[src/rtl/pipe_ctrl.sv]
// rtl/pipe_ctrl.sv - pipeline hazard, multicycle-op and exception redirect controller
//
// Ports:
//   clk, rst            : clock, asynchronous active-high reset
//   stall_req[NSTAGE]   : per-stage external stall requests
//   ld_pending, ld_rt   : load in EX and its destination register
//   id_rs, id_rt        : decode-stage source registers
//   mc_op, mc_ready     : multicycle op present in EX, unit result valid
//   exc_type, cp0_epc   : memory-stage exception code (0 = none) and EPC
//   stall, flush        : per-stage hold and bubble controls
//   mc_start, mc_abort  : single-cycle pulses to the multicycle unit
//   redirect_valid/_pc  : PC redirect on exception
//   stall_cnt           : saturating count of cycles with stall[0]=1
module pipe_ctrl #(
  parameter int          NSTAGE    = 5,
  parameter int          ID_IDX    = 1,
  parameter int          EX_IDX    = 2,
  parameter int          MEM_IDX   = 3,
  parameter logic [31:0] EXC_VEC   = 32'hBFC00380,
  parameter logic [31:0] ERET_CODE = 32'h0000000E,
  parameter int          CNT_W     = 16
) (
  input  logic              clk,
  input  logic              rst,
  input  logic [NSTAGE-1:0] stall_req,
  input  logic              ld_pending,
  input  logic [4:0]        ld_rt,
  input  logic [4:0]        id_rs,
  input  logic [4:0]        id_rt,
  input  logic              mc_op,
  input  logic              mc_ready,
  input  logic [31:0]       exc_type,
  input  logic [31:0]       cp0_epc,
  output logic [NSTAGE-1:0] stall,
  output logic [NSTAGE-1:0] flush,
  output logic              mc_start,
  output logic              mc_abort,
  output logic              redirect_valid,
  output logic [31:0]       redirect_pc,
  output logic [CNT_W-1:0]  stall_cnt
);

  typedef enum logic [1:0] {S_IDLE, S_BUSY, S_DONE} state_t;

  state_t             r_state, w_next;
  logic               r_pend_valid;
  logic [31:0]        r_pend_type, r_pend_epc;
  logic [CNT_W-1:0]   r_stall_cnt;

  logic               w_load_use, w_mc_busy;
  logic [NSTAGE-1:0]  w_req, w_stall_raw, w_flush_raw;
  logic               w_exc_live, w_blocked, w_redirect;
  logic [31:0]        w_sel_type, w_sel_epc;

  // Register 0 is hardwired zero, so a load to it never creates a hazard.
  assign w_load_use = ld_pending & (ld_rt != 5'd0) & ((ld_rt == id_rs) | (ld_rt == id_rt));
  assign w_mc_busy  = ((r_state == S_IDLE) & mc_op) | (r_state == S_BUSY);
  assign w_req      = stall_req
                    | (NSTAGE'(w_load_use) << ID_IDX)
                    | (NSTAGE'(w_mc_busy)  << EX_IDX);

  // A stalled stage holds every older (lower-index) stage; the bubble goes
  // into the first stage behind the oldest stalled one.
  always_comb begin
    logic acc;
    acc            = 1'b0;
    w_stall_raw    = '0;
    w_flush_raw    = '0;
    for (int i = NSTAGE - 1; i >= 0; i--) begin
      acc            = acc | w_req[i];
      w_stall_raw[i] = acc;
    end
    for (int i = 0; i < NSTAGE - 1; i++) begin
      w_flush_raw[i+1] = w_stall_raw[i] & ~w_stall_raw[i+1];
    end
  end

  // A live exception is ignored while one is already pending; the pending one
  // is older and wins when the memory side stops stalling.
  assign w_exc_live = (exc_type != 32'd0);
  assign w_blocked  = |stall_req[NSTAGE-1:MEM_IDX];
  assign w_redirect = (r_pend_valid | w_exc_live) & ~w_blocked;
  assign w_sel_type = r_pend_valid ? r_pend_type : exc_type;
  assign w_sel_epc  = r_pend_valid ? r_pend_epc  : cp0_epc;

  assign redirect_valid = w_redirect;
  assign redirect_pc    = !w_redirect               ? 32'd0 :
                          (w_sel_type == ERET_CODE) ? w_sel_epc : EXC_VEC;
  assign stall          = w_redirect ? '0 : w_stall_raw;
  assign flush          = w_redirect ? '1 : w_flush_raw;
  assign stall_cnt      = r_stall_cnt;

  always_comb begin
    w_next   = r_state;
    mc_start = 1'b0;
    mc_abort = 1'b0;
    case (r_state)
      S_IDLE: begin
        if (mc_op && !w_redirect) begin
          mc_start = 1'b1;
          w_next   = S_BUSY;
        end
      end
      S_BUSY: begin
        if (w_redirect) begin
          mc_abort = 1'b1;
          w_next   = S_IDLE;
        end else if (mc_ready) begin
          w_next   = S_DONE;
        end
      end
      // DONE lets EX advance for one cycle so the same op is not restarted.
      S_DONE:  w_next = S_IDLE;
      default: w_next = S_IDLE;
    endcase
  end

  always_ff @(posedge clk or posedge rst) begin
    if (rst) begin
      r_state      <= S_IDLE;
      r_pend_valid <= 1'b0;
      r_pend_type  <= 32'd0;
      r_pend_epc   <= 32'd0;
      r_stall_cnt  <= '0;
    end else begin
      r_state <= w_next;
      if (w_redirect) begin
        r_pend_valid <= 1'b0;
        r_pend_type  <= 32'd0;
        r_pend_epc   <= 32'd0;
      end else if (w_exc_live && w_blocked && !r_pend_valid) begin
        r_pend_valid <= 1'b1;
        r_pend_type  <= exc_type;
        r_pend_epc   <= cp0_epc;
      end
      if (stall[0] && (r_stall_cnt != {CNT_W{1'b1}})) begin
        r_stall_cnt <= r_stall_cnt + 1'b1;
      end
    end
  end

endmodule

[config.mk]
export PLATFORM = sky130hd
export DESIGN_NAME = pipe_ctrl
export DESIGN_NICKNAME = d
export VERILOG_FILES = /design/src/rtl/pipe_ctrl.sv
export SDC_FILE = /design/constraint.sdc
export NUM_CORES = 1
export LEC_CHECK = 0
export BUFFER_PORTS_ARGS = -buffer_cell sky130_fd_sc_hd__buf_2
export CORE_ASPECT_RATIO = 0.6
export CORE_MARGIN = 4
export CORE_UTILIZATION = 46
export CTS_BUF_LIST = sky130_fd_sc_hd__clkbuf_8
export DETAILED_ROUTE_END_ITERATION = 6
export GPL_TIMING_DRIVEN = 0
export PLACE_DENSITY = 0.81
export SYNTH_ARGS = -nofsm -noshare
export SYNTH_HDL_FRONTEND = slang
export SYNTH_SLANG_ARGS = --single-unit
[constraint.sdc]
create_clock -name clk -period 2.4 [get_ports clk]
set_clock_uncertainty 0.15 [all_clocks]
set_input_delay 0.24 -clock clk [delete_from_list [all_inputs] [get_ports clk]]
set_output_delay 0.24 -clock clk [all_outputs]
set_load 0.01 [all_outputs]
# Yosys cells after proc, flatten, opt, wreduce, memory -nomap -nowiden
# Index checks and enable logic that the tools add are counted.
[totals]
out_inout_bits = 61
ff_bits = 83
inputBits = 89
elab_cells = 67
[classes]
n_eq_ne = 7
reduce_logical = 12
n_bitwise = 22
mux = 20
addsub = 1
[op_table]
columns = ["op", "n"]
rows = [
  ["32-bit 2-to-1 mux", 8],
  ["32-bit by 4-bit equality test with 1-bit output (second input constant)", 1],
  ["32-bit nonzero test", 1],
  ["16-bit by 1-bit adder with 16-bit output (second input constant)", 1],
  ["16-bit != test (second input constant)", 1],
  ["5-bit equality test", 2],
  ["5-bit 2-to-1 mux", 2],
  ["1-bit bitwise AND", 8],
  ["1-bit OR", 7],
  ["1-bit 2-to-1 mux", 6],
  ["2-bit 2-to-1 mux", 3],
  ["1-bit NOT", 5],
  ["5-bit by 2-bit OR with 5-bit output", 1],
  ["5-bit by 3-bit OR with 5-bit output", 1],
  ["5-bit nonzero test", 1],
  ["1-bit logical AND", 4],
  ["2-bit one-hot mux with 2 select lines", 1],
  ["3-bit != test (second input constant)", 1],
  ["2-bit by 1-bit equality test with 1-bit output (second input constant)", 1],
  ["1-bit logical NOT", 2],
  ["2-bit logical NOT", 1],
  ["2-bit by 1-bit != test with 1-bit output (second input constant)", 1],
  ["2-bit AND reduction", 1],
  ["2-bit nonzero test", 1],
  ["2-bit OR reduction", 1],
]

# Depth between registers and ports, before layout
# Gate-level depths: netlist of run 1.
[depth]
ltp_word = 11
depth_mapped = 8
ltp_nobuf = 6

# Worst setup path before layout of run 1
# No wires, ideal clock.
[synth_timing]
path_type = "input port to output port"
start = "in exc_type[8]"
end = "out redirect_pc[0]"
path_stages = 8
arrival_time_ps = 1819
t_required_ps = 2010
n_path_buf = 2
setup_slack_ps = 191
path_cell_list = "nor4_1 > nand4_1 > o31ai_4 > inv_1 > buf_2 > nand2_1 > clkbuf_1 > nor2_1"
[synth_via]
elab_chain_len = 4
word_cells_on_any_way = 7
classes_between = "eq/ne: 1; mux: 3; bitwise: 2; reduce/logical: 1"
[synth_rtl]
columns = ["item", "line_no", "source"]
rows = [
  ["start, declared", "32", "input logic [31:0] exc_type,"],
  ["32-bit nonzero test", "80", "assign w_exc_live = (exc_type != 32'd0);"],
  ["1-bit OR", "82", "assign w_redirect = (r_pend_valid | w_exc_live) & ~w_blocked;"],
  ["1-bit bitwise AND", "82", ""],
  ["via redirect_valid", "38", "output logic redirect_valid,"],
  ["32-bit 2-to-1 mux", "87", "assign redirect_pc = !w_redirect ? 32'd0 :"],
  ["end, declared", "39", "output logic [31:0] redirect_pc,"],
]
# The timed path passes the listed nets, and every way through them passes these cells.

# Worst setup path in the final report of run 1
[layout_timing]
start = "reg r_pend_type[19]"
end = "out redirect_pc[5]"
[layout_via]
elab_chain_len = 4
[layout_rtl]
columns = ["item", "line_no", "source"]
rows = [
  ["start, declared", "47", "logic [31:0] r_pend_type, r_pend_epc;"],
  ["start signal, assigned", "133", "r_pend_type <= exc_type;"],
  ["32-bit 2-to-1 mux", "83", "assign w_sel_type = r_pend_valid ? r_pend_type : exc_type;"],
  ["32-bit by 4-bit equality test with 1-bit output", "88", "(w_sel_type == ERET_CODE) ? w_sel_epc : EXC_VEC;"],
  ["32-bit 2-to-1 mux", "88", ""],
  ["32-bit 2-to-1 mux", "87", ""],
]
# No other way between the ends.

==> results of run 1 <==
==> stage by stage <==
step                power (mW)  instances  TNS (ns)
floorplan                 3.44        369         0
global placement          3.91        630    -22.68
detailed placement        4.02        632    -27.17
CTS                       5.16        728     -1.17
global route              5.65        733     -4.97
finish                    5.34        733     -1.21
==> worst max-delay path by stage <==
stage | start | to | cells past startpoint
2_1_floorplan | exc_type[8] | redirect_pc[0] | 8
3_3_place_gp | exc_type[26] | redirect_pc[30] | 10
3_5_place_dp | exc_type[26] | redirect_pc[20] | 10
4_1_cts | r_pend_valid$_DFFE_PP0P_ | redirect_pc[5] | 9
5_1_grt | r_pend_type[19]$_DFFE_PP0P_ | redirect_pc[5] | 8
6_report | r_pend_type[19]$_DFFE_PP0P_ | redirect_pc[5] | 8
==> layout by cell type (no fill, tap or decap), drive strengths merged, types with 3 or more instances in the layout <==
master and instances:
nor2 35, clkinv 3, nand4 5, nand2 11, dlygate4sd3 66, dfrtp 83
a22o 64, a21o 3, xnor2 11, clkinvlp 3, nor4b 5, xor2 13
clkbuf 21, inv 4, mux2i 32, nor3b 4, nor3 10, a21oi 15
buf 187, nor4 17, nand3 12
==> logic make-up (layout without fill, tap and decap cells) <==
| group | Yosys count | in the layout | share of synthesized area [%] |
|---|---|---|---|
| adder cells (fa/ha/maj) | 1 | 1 | 0.305 |
| buffers and inverters | 32 | 284 | 3.63 |
| multiplexers | 34 | 34 | 8.35 |
| AO/OA/AOI/OAI | 90 | 90 | 18.3 |
| flip-flops | 83 | 83 | 50.6 |
| AND/OR/NAND/NOR | 105 | 105 | 13.7 |
| XOR/XNOR | 24 | 24 | 5.12 |
==> sequential cells by signal (all words and copies together), names as in the netlist <==
signal / count
r_pend_epc: 32
r_pend_type: 32
stall_cnt: 16
r_state: 2
r_pend_valid: 1
==> routing by layer <==
layer | global-route usage (%) | routed length (um) | vias up
li1 | - | - | 1872
met2 | 44.7 | 6980 | 135
met3 | 5.85 | 855 | 15
met5 | 0 | 13 | -
met4 | 7.05 | 151 | 2
met1 | 33.5 | 6010 | 2041
==> power by group <==
part | total, mW | switching (mW) | internal, mW | leakage (nW)
Clock | 0.966 | 0.532 | 0.434 | 0.0915
Combinational | 2.05 | 1.03 | 1.02 | 2.06
Sequential | 2.32 | 0.407 | 1.91 | 1.07
Total | 5.34 | 1.97 | 3.36 | 3.21
==> critical path: stages (launching register included) <==
cell       delay (ns)
dfrtp_1          0.41
nor4_2           0.33
nand4_1          0.18
nor2_2           0.15
o21a_4           0.19
nand2_8          0.08
clkbuf_16        0.17
nor2_2           0.12
buf_2            0.15
==> final cells by class <==
type | count | area (sq um) | share of cell area (%)
sequential | 83 | 2080 | 32.0
multi-input combinational | 254 | 2190 | 33.6
clock buffer | 11 | 151 | 2.33
tap | 112 | 140 | 2.16
clock inverter | 5 | 37.5 | 0.577
buffer | 27 | 196 | 3.02
timing repair buffer | 236 | 1690 | 26.0
inverter | 5 | 22.5 | 0.346
==> repair_timing <==
item,in CTS,in global routing
hold buffers,66,0
endpoints found under the setup margin,70,101
buffers inserted,13,4
pin swaps,10,21
gates cloned,1,1
endpoints found under the hold margin,84,0
resized for setup,31,88
==> results.cfg, run 1 <==
[clock_tree]
clock-sinks = 83
cts_root_buffer = clkbuf_8
clkLatencyLatePin_ns = 0.36
cts_tree = yes
htree_num_levels = 3
max-clock-path-buffers = 2
cts_made_buffers = 9
clk_pin_slew_worst_paths_ns = 0.08

[cells_and_area]
nFillCells = 577
final_core_util_pct = 75.7
syn_to_final_growth_pct = 58.3
num_antenna_cells = 0
drive_gt1_share_pct = 43.2
layout.nets = 706
post-route-cell-area_sq_um = 6500

[die]
die_w_um = 130
die_area_sq_um = 10600
io_pins = 150
fp-row-count = 26
start_util_pct = 47.8
core_area_sq_um = 8590
die_h_um = 81.2

[drt]
drc = 0
viasPerCell = 5.55
firstDrtPassIters = 4
num_vias = 4065
wl_per_cell_um = 19.1
wl_mm = 14.0
drtAntennaViolNets = 0
drt-initial-drc-count = 169

[worst_setup_path]
reg2reg_to = stall_cnt[12]$_DFFE_PP0P_
crit_path_start_kind = flop
crit_type = flop to output port
reg2reg_slack_ns = 0.07
path_max_fanout = 5
r2r_start = r_pend_valid$_DFFE_PP0P_
worstRegToRegCells = 10
critPathArrivalTime_ns = 2.13
required_ns = 2.01
crit_path_end_kind = output port

[outcome]
status = finished with violations
violations = setup timing

[timing]
clock.fmax_ghz = 0.397
finalSetupViolations = 21
rsz0062_at_grt = yes
min_period_ns = 2.52
timing.final.crit_share_pct = 105
hold_violations = 0
relSlewSlack_pct = 64.7
worst_slack_ns = -0.121
tightestPinTransition_ns = 0.528
slew_viol_final = 0
hold_ws_ns = 0.0415

[synth]
yosysTopAreaCell = dfrtp_1
synth-seq-cells = 83
synth-main-ff-cell = dfrtp_1
ys_warn_count = 0
synth-edff-count = 0
yosysTopAreaCellShare_pct = 50.6
synth.most_common_cell = dfrtp_1
netlist_area_sq_um = 4110
yosys-top-cells-area = dfrtp_1, a22o_1, mux2i_1
synthDistinctLibCells = 38
syn-num-nets = 459
yosysSeqAreaShare_pct = 50.6
synthArstFlopShare_pct = 100
syn_avg_cell_area_sq_um = 11.1
netlist_instances = 369
ys_top_cells_by_count = dfrtp_1, a22o_1, nor2_1

[placement]
portBuffers = 149
dp_hpwl_mm = 9.05
dpl_cell_area_sq_um = 5040
place.gp.congestion = 0.905
place_ws_ns = -0.564

[grt]
antenna_found_initial = 1
grt_pass1_wl_mm = 21.4
grt_overflow = 0
grt_pass1_vias = 4361
grt_usage_pct = 26.0
grt_max_degree = 40

[power_and_ir_drop]
power.density_nw_per_um2 = 821
p_leak_nw = 3.21
irDropWorstVdd_uv = 412

[worst_hold_path]
worstHoldStart = mc_op
hp-class = input port to flop
holdPathStages = 3
min_to = r_state[0]$_DFFE_PP0P_

[flow_run]
max-cap-violations = 0
Power figures use the tool's default switching activity.
==> inputs of run 2 (changes only) <==
Settings changed: PLACE_DENSITY 0.81 to 0.78.
==> run 2 against run 1 <==
Compared with the run above:
- via count is 1.1% higher
- cell area up 0.81%
- first-iteration DRC count rose by 43%
- register-to-register slack got worse by 0.05 ns
- core utilization increased by 0.61 points
- the flow still finishes with violations (setup timing)
- largest power group unchanged
==> results.cfg, run 2 (synthesis results as in run 1) <==
[placement]
dp_hpwl_mm = 8.77
place.gp.congestion = 0.830
portBuffers = 149
dp_cells = 632

[cells_and_area]
num_antenna_cells = 0
nFillCells = 571
layout.nets = 710
final_core_util_pct = 76.3
layout_common_cells = buf_2, dfrtp_1, dlygate4sd3_1
fin_cells = 737
syn_to_final_growth_pct = 59.6
layout_commonest_cell = buf_2
drive_gt1_share_pct = 42.4

[clock_tree]
cts_root_buffer = clkbuf_8
cts_tree = yes
htree_num_levels = 3
cts_made_buffers = 9
clk_pin_slew_worst_paths_ns = 0.09
max-clock-path-buffers = 2
clkLatencyLatePin_ns = 0.37
clock-sinks = 83

[power_and_ir_drop]
power.density_nw_per_um2 = 842
total_power_mw = 5.52
irDropWorstVdd_uv = 411
p_leak_nw = 3.23

[die]
io_pins = 150
die_area_sq_um = 10600
die_h_um = 81.2
fp-row-count = 26
core_area_sq_um = 8590
start_util_pct = 47.8
die_w_um = 130

[drt]
drc = 0
wl_per_cell_um = 18.7
num_vias = 4111
drtAntennaViolNets = 0
wl_mm = 13.7
viasPerCell = 5.58
firstDrtPassIters = 4
drt-initial-drc-count = 242

[timing]
hold_violations = 0
worst_slack_ns = -0.0884
rsz0062_at_grt = yes
final.setup.tns_ns = -2.32
slew_viol_final = 0
clock.fmax_ghz = 0.402
relSlewSlack_pct = 67.2
finalSetupViolations = 42
timing.final.crit_share_pct = 104
min_period_ns = 2.49
tightestPinTransition_ns = 0.493
hold_ws_ns = 0.0347

[worst_setup_path]
critPathArrivalTime_ns = 2.10
cp_common_cell = buf_2
crit_type = input port to output port
path_max_fanout = 5
crit_path_start_kind = input port
worstPathCellList = buf_2 > nor4_1 > nand4_1 > nor3_1 > o21a_4 > nand2_8 > clkbuf_8 > nor2_1 > buf_2
required_ns = 2.01
crit_path_end_kind = output port
cpMaxStageDelayCell = nand4_1
slowest_delay_ns = 0.37

[grt]
grt-busiest-layer = met2
grt_pass1_vias = 4212
use_met2_pct = 45.3
antenna_found_initial = 2
met1_usage_pct = 33.9
met3_usage_pct = 6.70
grt_usage_pct = 26.5
grt_max_degree = 43
grt_pass1_wl_mm = 21.5
grt_overflow = 0

[worst_hold_path]
hp-class = input port to flop

[outcome]
violations = setup timing
status = finished with violations

[flow_run]
max-cap-violations = 0
run 2: changes by cell type in the layout (fill, tap and decap cells not counted), moves of 3 or more:
cell and change:
buf_2 +3, clkbuf_2 -3, nor2_2 -10, a21oi_2 +10, nor2_1 +14, clkbuf_1 +3, nor2_4 -4, buf_6 -9
buf_4 +6, a21oi_1 -10
run 2: area by class of cell:
cell class / count / area (sq um) / area share, %
Buffer: 26 / 206 / 3.15
Clock buffer: 11 / 151 / 2.31
Clock inverter: 5 / 83.8 / 1.28
Inverter: 5 / 22.5 / 0.344
Multi-Input combinational cell: 254 / 2180 / 33.3
Sequential cell: 83 / 2080 / 31.7
Tap cell: 112 / 140 / 2.14
Timing Repair Buffer: 241 / 1690 / 25.8
run 2: final timing paths:
path	from	to	slack (ns)	depth (start not counted)
worst max-delay path	exc_type[26]	redirect_pc[15]	-0.09	9
worst min-delay path	mc_op	r_state[0]$_DFFE_PP0P_	0.03	3
worst max register to register	r_pend_valid$_DFFE_PP0P_	stall_cnt[13]$_DFFE_PP0P_	0.02	10
worst min register to register	stall_cnt[15]$_DFFE_PP0P_	stall_cnt[15]$_DFFE_PP0P_	0.35	1
max in group asynchronous	rst	r_pend_epc[22]$_DFFE_PP0P_	1.24	5
min in group asynchronous	rst	r_pend_type[15]$_DFFE_PP0P_	0.17	3
run 2: layer usage:
layer | share of wire [%] | vias up
met1 | 42 | 2051
met4 | 1.4 | 4
met2 | 49 | 150
met5 | 0.12 | -
met3 | 6.6 | 23
li1 | - | 1883
run 2: critical path: cells and delay by family:
kind,cells,cell delay (ns)
buffers and inverters,3,0.40
AO/OA/AOI/OAI,1,0.23
AND/OR/NAND/NOR,5,1.22
run 2: where the power goes:
group	internal [mW]	switching, mW
sequential	1.91	0.405
clock	0.646	0.531
combinational	1.01	1.02
total	3.57	1.95
run 2: timing repair:
action                     in CTS  in global routing
buffers inserted               17                  5
hold endpoints to repair      107                  0
hold buffers                   66                  0
setup endpoints to repair      48                106
pin swaps                      30                 13
gates cloned                    3                  0
resized for setup              58                 40
run 2: through the flow:
stage          area [sq um]  worst slack (ns)
2_1_floorplan          4110             0.191
3_3_place_gp           5000            -0.558
3_5_place_dp           5040            -0.590
4_1_cts                6360           -0.0878
5_1_grt                6550            -0.152
6_report               6550           -0.0884
